## src/rtl/matvec_pkg.sv

```systemverilog
// Shared types and sizing for the matrix-vector stream coprocessor.
package matvec_pkg;

  typedef enum logic [1:0] {
    READ_INPUTS,
    COMPUTE,
    WRITE_OUTPUTS
  } state_t;

  localparam int A_ROWS_DEF = 2;
  localparam int A_COLS_DEF = 4;
  localparam int ELEM_W_DEF = 8;

  // Wide enough to sum A_COLS full-scale products without overflow.
  function automatic int acc_width(input int elem_w, input int cols);
    return 2 * elem_w + $clog2(cols);
  endfunction

endpackage

```

## src/rtl/matvec_mac.sv

```systemverilog
// Registered multiply-accumulate with clear, plus the >>8 result stage.
// MATVEC_SATURATE_EN selects clamping instead of truncation of the result.
module matvec_mac
  import matvec_pkg::*;
#(
  parameter int ELEM_W = ELEM_W_DEF,
  parameter int A_COLS = A_COLS_DEF
) (
  input  logic              clk,
  input  logic              reset,
  input  logic              en,
  input  logic              clr,
  input  logic [ELEM_W-1:0] a,
  input  logic [ELEM_W-1:0] b,
  output logic [ELEM_W-1:0] result
);

  localparam int ACC_W = acc_width(ELEM_W, A_COLS);

  logic [2*ELEM_W-1:0] prod;
  logic [ACC_W-1:0]    acc;
  logic [ACC_W-1:0]    sum;

  assign prod = a * b;
  assign sum  = (clr ? '0 : acc) + ACC_W'(prod);

  always_ff @(posedge clk) begin
    if (reset) acc <= '0;
    else if (en) acc <= sum;
  end

  // The result is taken from the running sum so the row word is ready on the
  // same edge that performs the row's final MAC.
`ifdef MATVEC_SATURATE_EN
  logic [ACC_W-9:0] shifted;
  logic [7:0]       unused_low;

  assign shifted    = sum[ACC_W-1:8];
  assign unused_low = sum[7:0];
  assign result     = (|shifted[ACC_W-9:ELEM_W]) ? '1 : shifted[ELEM_W-1:0];
`else
  logic [7:0]              unused_low;
  logic [ACC_W-ELEM_W-9:0] unused_high;

  assign unused_low  = sum[7:0];
  assign unused_high = sum[ACC_W-1:ELEM_W+8];
  assign result      = sum[ELEM_W+7:8];
`endif

endmodule

```

## src/rtl/matvec_axis_coproc.sv

```systemverilog
// AXI4-Stream matrix-vector coprocessor: load A then B, compute (A*B)>>8 per row, stream rows out.
// Build option MATVEC_SATURATE_EN (see matvec_mac) clamps results instead of truncating.
module matvec_axis_coproc
  import matvec_pkg::*;
#(
  parameter int A_ROWS = A_ROWS_DEF,
  parameter int A_COLS = A_COLS_DEF,
  parameter int ELEM_W = ELEM_W_DEF,
  parameter int AXIS_W = 32
) (
  input  logic              ACLK,
  input  logic              ARESET,
  output logic              S_AXIS_TREADY,
  input  logic [AXIS_W-1:0] S_AXIS_TDATA,
  input  logic              S_AXIS_TLAST,
  input  logic              S_AXIS_TVALID,
  output logic              M_AXIS_TVALID,
  output logic [AXIS_W-1:0] M_AXIS_TDATA,
  output logic              M_AXIS_TLAST,
  input  logic              M_AXIS_TREADY
);

  localparam int RW = (A_ROWS > 1) ? $clog2(A_ROWS) : 1;
  localparam int CW = (A_COLS > 1) ? $clog2(A_COLS) : 1;

  state_t          state, state_nxt;
  logic [RW-1:0]   row;
  logic [CW-1:0]   col;
  logic            b_phase;
  logic            tready_q;
  logic            in_hs, out_hs, row_last, col_last;
  logic            mac_en, mac_clr;
  logic [ELEM_W-1:0] mac_a, mac_b, mac_result;

  logic [ELEM_W-1:0] a_mem   [A_ROWS][A_COLS];
  logic [ELEM_W-1:0] b_mem   [A_COLS];
  logic [ELEM_W-1:0] res_mem [A_ROWS];

  logic unused_in;
  assign unused_in = ^{S_AXIS_TDATA[AXIS_W-1:ELEM_W], S_AXIS_TLAST};

  assign row_last = (row == RW'(A_ROWS - 1));
  assign col_last = (col == CW'(A_COLS - 1));
  assign in_hs    = S_AXIS_TVALID & tready_q;
  assign out_hs   = M_AXIS_TVALID & M_AXIS_TREADY;

  assign S_AXIS_TREADY = tready_q;
  assign M_AXIS_TVALID = (state == WRITE_OUTPUTS);
  assign M_AXIS_TDATA  = M_AXIS_TVALID ? AXIS_W'(res_mem[row]) : '0;
  assign M_AXIS_TLAST  = M_AXIS_TVALID & row_last;

  always_comb begin
    state_nxt = state;
    unique case (state)
      READ_INPUTS:   if (in_hs && b_phase && col_last) state_nxt = COMPUTE;
      COMPUTE:       if (row_last && col_last)         state_nxt = WRITE_OUTPUTS;
      WRITE_OUTPUTS: if (out_hs && row_last)           state_nxt = READ_INPUTS;
      default:                                         state_nxt = READ_INPUTS;
    endcase
  end

  // row/col index A while loading, col alone indexes B, and row doubles as
  // the output word index while draining.
  always_ff @(posedge ACLK) begin
    if (ARESET) begin
      state    <= READ_INPUTS;
      row      <= '0;
      col      <= '0;
      b_phase  <= 1'b0;
      tready_q <= 1'b0;
    end else begin
      state    <= state_nxt;
      tready_q <= (state_nxt == READ_INPUTS);
      unique case (state)
        READ_INPUTS: begin
          if (in_hs) begin
            if (col_last) begin
              col <= '0;
              if (b_phase) begin
                b_phase <= 1'b0;
              end else if (row_last) begin
                row     <= '0;
                b_phase <= 1'b1;
              end else begin
                row <= row + RW'(1);
              end
            end else begin
              col <= col + CW'(1);
            end
          end
        end
        COMPUTE: begin
          if (col_last) begin
            col <= '0;
            row <= row_last ? '0 : row + RW'(1);
          end else begin
            col <= col + CW'(1);
          end
        end
        WRITE_OUTPUTS: begin
          if (out_hs) row <= row_last ? '0 : row + RW'(1);
        end
        default: ;
      endcase
    end
  end

  always_ff @(posedge ACLK) begin
    if (in_hs) begin
      if (b_phase) b_mem[col]      <= S_AXIS_TDATA[ELEM_W-1:0];
      else         a_mem[row][col] <= S_AXIS_TDATA[ELEM_W-1:0];
    end
    if (state == COMPUTE && col_last) res_mem[row] <= mac_result;
  end

  assign mac_en  = (state == COMPUTE);
  assign mac_clr = (col == '0);
  assign mac_a   = a_mem[row][col];
  assign mac_b   = b_mem[col];

  matvec_mac #(
    .ELEM_W (ELEM_W),
    .A_COLS (A_COLS)
  ) u_mac (
    .clk    (ACLK),
    .reset  (ARESET),
    .en     (mac_en),
    .clr    (mac_clr),
    .a      (mac_a),
    .b      (mac_b),
    .result (mac_result)
  );

endmodule

```

## config.mk

```make
export PLATFORM = sky130hd
export DESIGN_NAME = matvec_axis_coproc
export DESIGN_NICKNAME = d
export VERILOG_FILES = /design/src/rtl/matvec_pkg.sv /design/src/rtl/matvec_mac.sv /design/src/rtl/matvec_axis_coproc.sv
export SDC_FILE = /design/constraint.sdc
export NUM_CORES = 1
export LEC_CHECK = 0
export ABC_CLOCK_PERIOD_IN_PS = 5700
export CORE_MARGIN = 2
export CORE_UTILIZATION = 45
export CTS_BUF_LIST = sky130_fd_sc_hd__clkbuf_16
export CTS_CLUSTER_DIAMETER = 40
export DETAILED_ROUTE_END_ITERATION = 16
export PLACE_DENSITY = 0.76
export SYNTH_ARGS = -nofsm -noshare
export SYNTH_HDL_FRONTEND = slang
export SYNTH_SLANG_ARGS = --single-unit
```

## constraint.sdc

```tcl
create_clock -name ACLK -period 5.7 [get_ports ACLK]
set_input_delay 0.57 -clock ACLK [delete_from_list [all_inputs] [get_ports ACLK]]
set_output_delay 0.57 -clock ACLK [all_outputs]
set_load 0.02 [all_outputs]
```

Yosys cells after proc, flatten, opt, wreduce, memory -nomap -nowiden
Memories as Yosys holds them, arrays and structs flattened. A register that Yosys moved wholly into a read port is not among the register bits.
Cells that the tools add are included.
Storage, ports and cells
  register bits after elaboration: 25
  memory bits (writable): 112
  word-level logic and storage cells: 78
  memories: 3
Memory list
  a_mem: words 2, width 32, read ports 1, clocked after memory_dff 1, write ports 1, RTL line matvec_axis_coproc.sv:35  | logic [ELEM_W-1:0] a_mem [A_ROWS][A_COLS];
  b_mem: words 4, width 8, read ports 1, clocked after memory_dff 1, write ports 1, RTL line matvec_axis_coproc.sv:36  | logic [ELEM_W-1:0] b_mem [A_COLS];
  res_mem: words 2, width 8, read ports 1, clocked after memory_dff 1, write ports 1, RTL line matvec_axis_coproc.sv:37  | logic [ELEM_W-1:0] res_mem [A_ROWS];
Operators by class
  $add $sub $neg: 3
  multiply operators: 1
  magnitude comparators: 2
  equality and inequality tests: 8
  multiplexer cells: 37
  bitwise gates (word level): 4
  reduce and logical (&&, ||, !) cells: 14
Operator list (number)
  two-way mux 32 bit: 1
  two-way mux 8 bit: 4
  two-way mux 1 bit: 19
  adder 18 x 16 -> 18 bit: 1
  two-way mux 18 bit: 1
  binary-select mux 8 bit (select 2 bit): 1
  demux 8 bit (select 2 bit): 1
  multiplier 8 x 8 -> 16 bit: 1
  two-way mux 2 bit: 7
  inequality test 2 bit (second input constant): 4
  logical AND 1 bit: 6
  zero test 2 bit: 3
  case mux 2 bit (3 select lines): 1
  AND reduction 6 bit: 1
  == test 2 bit (second input constant): 2
  case mux 2 bit (2 select lines): 1
  bitwise AND 1 bit: 3
  greater-or-equal comparator 3 bit (second input constant): 1
  < comparator 3 x 1 -> 1 bit (second input constant): 1
  inverter 2 -> 3 bit: 1
  case mux 1 bit (3 select lines): 1
  AND reduction 3 bit: 1
  nonzero test 3 bit: 1
  adder 2 x 1 -> 2 bit (second input constant): 1
  other kinds (5): 5

Logic depth before layout (Yosys ltp)
  depth after elaboration: 8
  depth in mapped cells: 21
  depth with buffers taken out: 19

Cells and area by module
Synthesis repeated with hierarchy kept, for this count alone.
Unflattened totals
  cells, all modules: 674
  area total of the unflattened synthesis: 8271.7 um2
Modules (own cells, without submodules)
  matvec_axis_coproc: instances 1, cells each 279, area each 4943.5 um2, seq. area each 3563.4 um2
  matvec_mac: instances 1, cells each 395, area each 3328.2 um2, seq. area each 320.3 um2

Least setup slack after synthesis
No wires, ideal clock.
  path kind: flip-flop to flip-flop
  from: register with a tool-made name
  to: memory res_mem[0][6] (netlist name), data pin
  library setup time: 0.269 ns
  data arrival time: 5.000 ns
  data required time: 5.431 ns
  setup slack: 0.432 ns
  stages on the path, launching flop included: 19
  path buffers: 2
  period minus slack after synthesis: 5.268 ns
  cell sequence: dfxtp_1 > buf_6 > buf_12 > mux4_2 > mux2i_4 > nand2b_1 > fa_1 > fa_1 > inv_1 > fa_1 > inv_1 > fa_1 > inv_1 > ha_1 > a21o_1 > a31o_1 > o21ai_0 > o211ai_1 > xor2_1
RTL lines (RTL line)
  end: declaration: matvec_axis_coproc.sv:37

==> results.py <==
metrics = {
    "cells_and_area": {
        "layout_commonest_cell": "edfxtp_1",
        "antenna_cells": 0,
        "final_cell_mix": "112 x edfxtp_1, 96 x inv_1, 60 x nand2_1",
        "nNetsFinal": 843,
        "drive_above_1_share_pct": 12.60,
        "fin_cells": 959,
        "area_growth_pct": 13.01,
    },
    "grt": {
        "overflow": 0,
        "grt_use_total_pct": 17.36,
        "grt_max_degree": 35,
        "antenna_found_initial": 0,
        "grt_pass1_vias": 5099,
        "grt_pass1_wl_mm": 26.00,
    },
    "route": {
        "drtIter0Drc": 310,
        "num_vias": 5111,
        "wl_per_cell_microns": 16.95,
        "via_per_inst": 5.330,
        "detail-route-antenna-nets": 0,
        "drc_errors": 0,
        "firstDrtPassIters": 5,
        "wirelength_mm": 16.26,
    },
    "worst_setup_path": {
        "path_max_fanout": 12,
        "reg2reg_depth": 16,
        "cp-end-kind": "flip-flop",
        "required_ns": 5.86,
        "reg2reg_slack_ns": 0.20,
        "critical_path_class": "flip-flop to flip-flop",
        "worstPathArrival_ns": 5.66,
        "worstReg2RegEnd": "res_mem[0][6]",
        "startpoint_type": "flip-flop",
    },
    "floorplanning": {
        "placementRows": 49,
        "initial_core_util_pct": 45.88,
        "die_x_microns": 139.6,
        "pin_count": 72,
        "fp.dieH_microns": 139.6,
        "dieArea_sq_mm": 0.01948,
        "core_area_sq_mm": 0.01802,
    },
    "sta": {
        "tightest_slew_ns": 1.046,
        "finalClockSkew_ns": 0.008373,
        "hold_viol_final": 0,
        "maxSlewHeadroom_pct": 30.24,
        "setup_viol": 0,
        "fin_worst_hold_slack_ns": 0.4564,
        "slew_viol_final": 0,
        "max_freq_ghz": 0.1819,
        "fin_crit_sh_pct": 96.46,
        "post-route-min-period_ns": 5.498,
    },
    "synth": {
        "yosys-top-cells-area": "edfxtp_1 41%, fa_1 12%, dfxtp_1 6.3%",
        "yosysWarningCount": 0,
        "yosysSeqAreaShare_pct": 46.96,
        "synth-seq-cells": 138,
        "netlist.area_leader.share_pct": 40.67,
        "synth_largest_area_cell": "edfxtp_1",
        "synth_edf_count": 112,
        "netlist_instances": 681,
        "syn_area_sq_mm": 0.008270,
        "synth-main-ff-cell": "edfxtp_1",
        "netlist-cell-type-count": 66,
        "syn_area_per_cell_sq_um": 12.14,
        "async_flop_share_pct": 0,
    },
    "worst_hold_path": {
        "min_from": "u_mac.acc[1]",
        "whs_endpoint": "u_mac.acc[1]",
        "hold_depth": 2,
        "min_path_type": "flip-flop to flip-flop",
    },
    "placed_design": {
        "gp_congestion": 0.8305,
        "port_buffers": 22,
        "place_hpwl_mm": 11.17,
        "dp.cells": 926,
    },
    "clock_tree": {
        "clock_latency_ns": 0.43,
        "cts-root-buf": "clkbuf_16",
        "clock_sinks": 138,
        "cts_setup_buffers": 0,
        "clock_path_buffers": 2,
        "htreeDepth": 4,
        "path_clk_slew_ns": 0.06,
        "cts_buffers": 17,
        "cts_tree": "built",
    },
    "run_status": {
        "status": "finished clean",
    },
    "power": {
        "p_per_area_mw_per_mm2": 358.6,
        "total_leakage_power_nw": 3.634,
        "power.total_mw": 3.351,
        "ir_drop_uv": 244.0,
    },
    "run": {
        "drv_cap": 0,
    },
}
[routing by layer]
layer / wire length [microns] / track usage (%) / up-vias
met4: 425 / 6.895 / 0
li1: - / - / 2353
met5: 0 / 0 / -
met2: 8305 / 29.77 / 168
met3: 768 / 3.063 / 31
met1: 6758 / 22.00 / 2559
[metrics by stage]
step                        TNS, ns  setup slack (ns)  utilization (%)  instance area [sq um]
after detailed placement          0            0.1862            48.32                   8710
final                             0            0.2017            51.85                   9346
after CTS                         0            0.1620            51.70                   9319
after global placement            0            0.2078            48.32                   8710
after floorplan                   0            0.4317                -                   8357
after global routing      -0.006069         -0.002615            51.85                   9346
[cells by family (layout without fill, tap and decap cells)]
family,count (synthesis),in the layout,synth area share [%]
AO/OA/AOI/OAI,74,74,6.218
XOR/XNOR,10,10,1.059
adder cells (fa/ha/maj),89,89,18.00
buffers and inverters,142,168,8.018
flip-flops,138,138,46.96
multiplexers,38,38,8.275
other,1,24,0.04534
AND/OR/NAND/NOR,189,189,11.42
[how the worst max path moves through the flow]
| stage | from | end | slack (ns) | cells after the start |
|---|---|---|---|---|
| 6_report | flip-flop | res_mem[0][6] | 0.20 | 16 |
| 5_1_grt | flip-flop | res_mem[0][6] | -0.003 | 20 |
| 3_3_place_gp | flip-flop | res_mem[1][6] | 0.21 | 20 |
| 2_1_floorplan | flip-flop | res_mem[0][6] | 0.43 | 18 |
| 3_5_place_dp | flip-flop | res_mem[1][6] | 0.19 | 20 |
| 4_1_cts | flip-flop | res_mem[0][6] | 0.16 | 20 |
[registers in the layout, indices dropped and copies added (netlist names), named ones only]
| name | count |
|---|---|
| S_AXIS_TREADY | 1 |
| a_mem | 64 |
| b_mem | 32 |
| b_phase | 1 |
| col | 2 |
| res_mem | 16 |
| row | 1 |
| state | 2 |
| u_mac.acc | 16 |
[where the power goes]
part | switching, mW | total (mW) | internal [mW]
Combinational | 0.623 | 1.06 | 0.433
Sequential | 0.00361 | 1.16 | 1.16
Clock | 0.471 | 1.14 | 0.664
Total | 1.10 | 3.35 | 2.25
[Yosys cell counts (5+ instances only)]
cell,number
edfxtp_1,112
clkbuf_1,11
o21ai_0,11
ha_1,39
and2_1,13
nor2_1,39
inv_1,96
mux2i_1,11
or3_1,5
nor3_1,5
mux4_2,21
buf_4,24
a21oi_1,21
fa_1,50
buf_2,7
nand2_1,60
nor2b_1,17
dfxtp_1,26
xnor2_1,9
nand2b_1,24
[worst max-delay path, stage by stage (launching register included)]
cell	delay (ns)
dfxtp_2	0.39
buf_12	0.18
mux4_2	0.52
nand2_1	0.15
nand2_1	0.22
nand2b_1	0.17
fa_1	0.45
fa_1	0.58
fa_1	0.45
fa_1	0.54
inv_1	0.05
ha_1	0.37
a211oi_1	0.24
nor2_1	0.10
o31ai_1	0.41
o211ai_1	0.21
xor2_1	0.19
[final cells by class]
cell class              instances  area (sq um)
clock buffers                  17         425.4
fillers                      1494          8678
well taps                     229         286.5
flip-flops and latches        138          3885
clock inverters                15         183.9
multi-input cells             424          3811
repair buffers                 39         390.4
inverters                      97         364.1
[timing repair]
item                                    CTS  global route
hold buffers                              0             0
endpoints found under the setup margin    0            13
hold endpoints to repair                  0             0
resized for setup                         0             2
(Power assumes the default switching activity.)
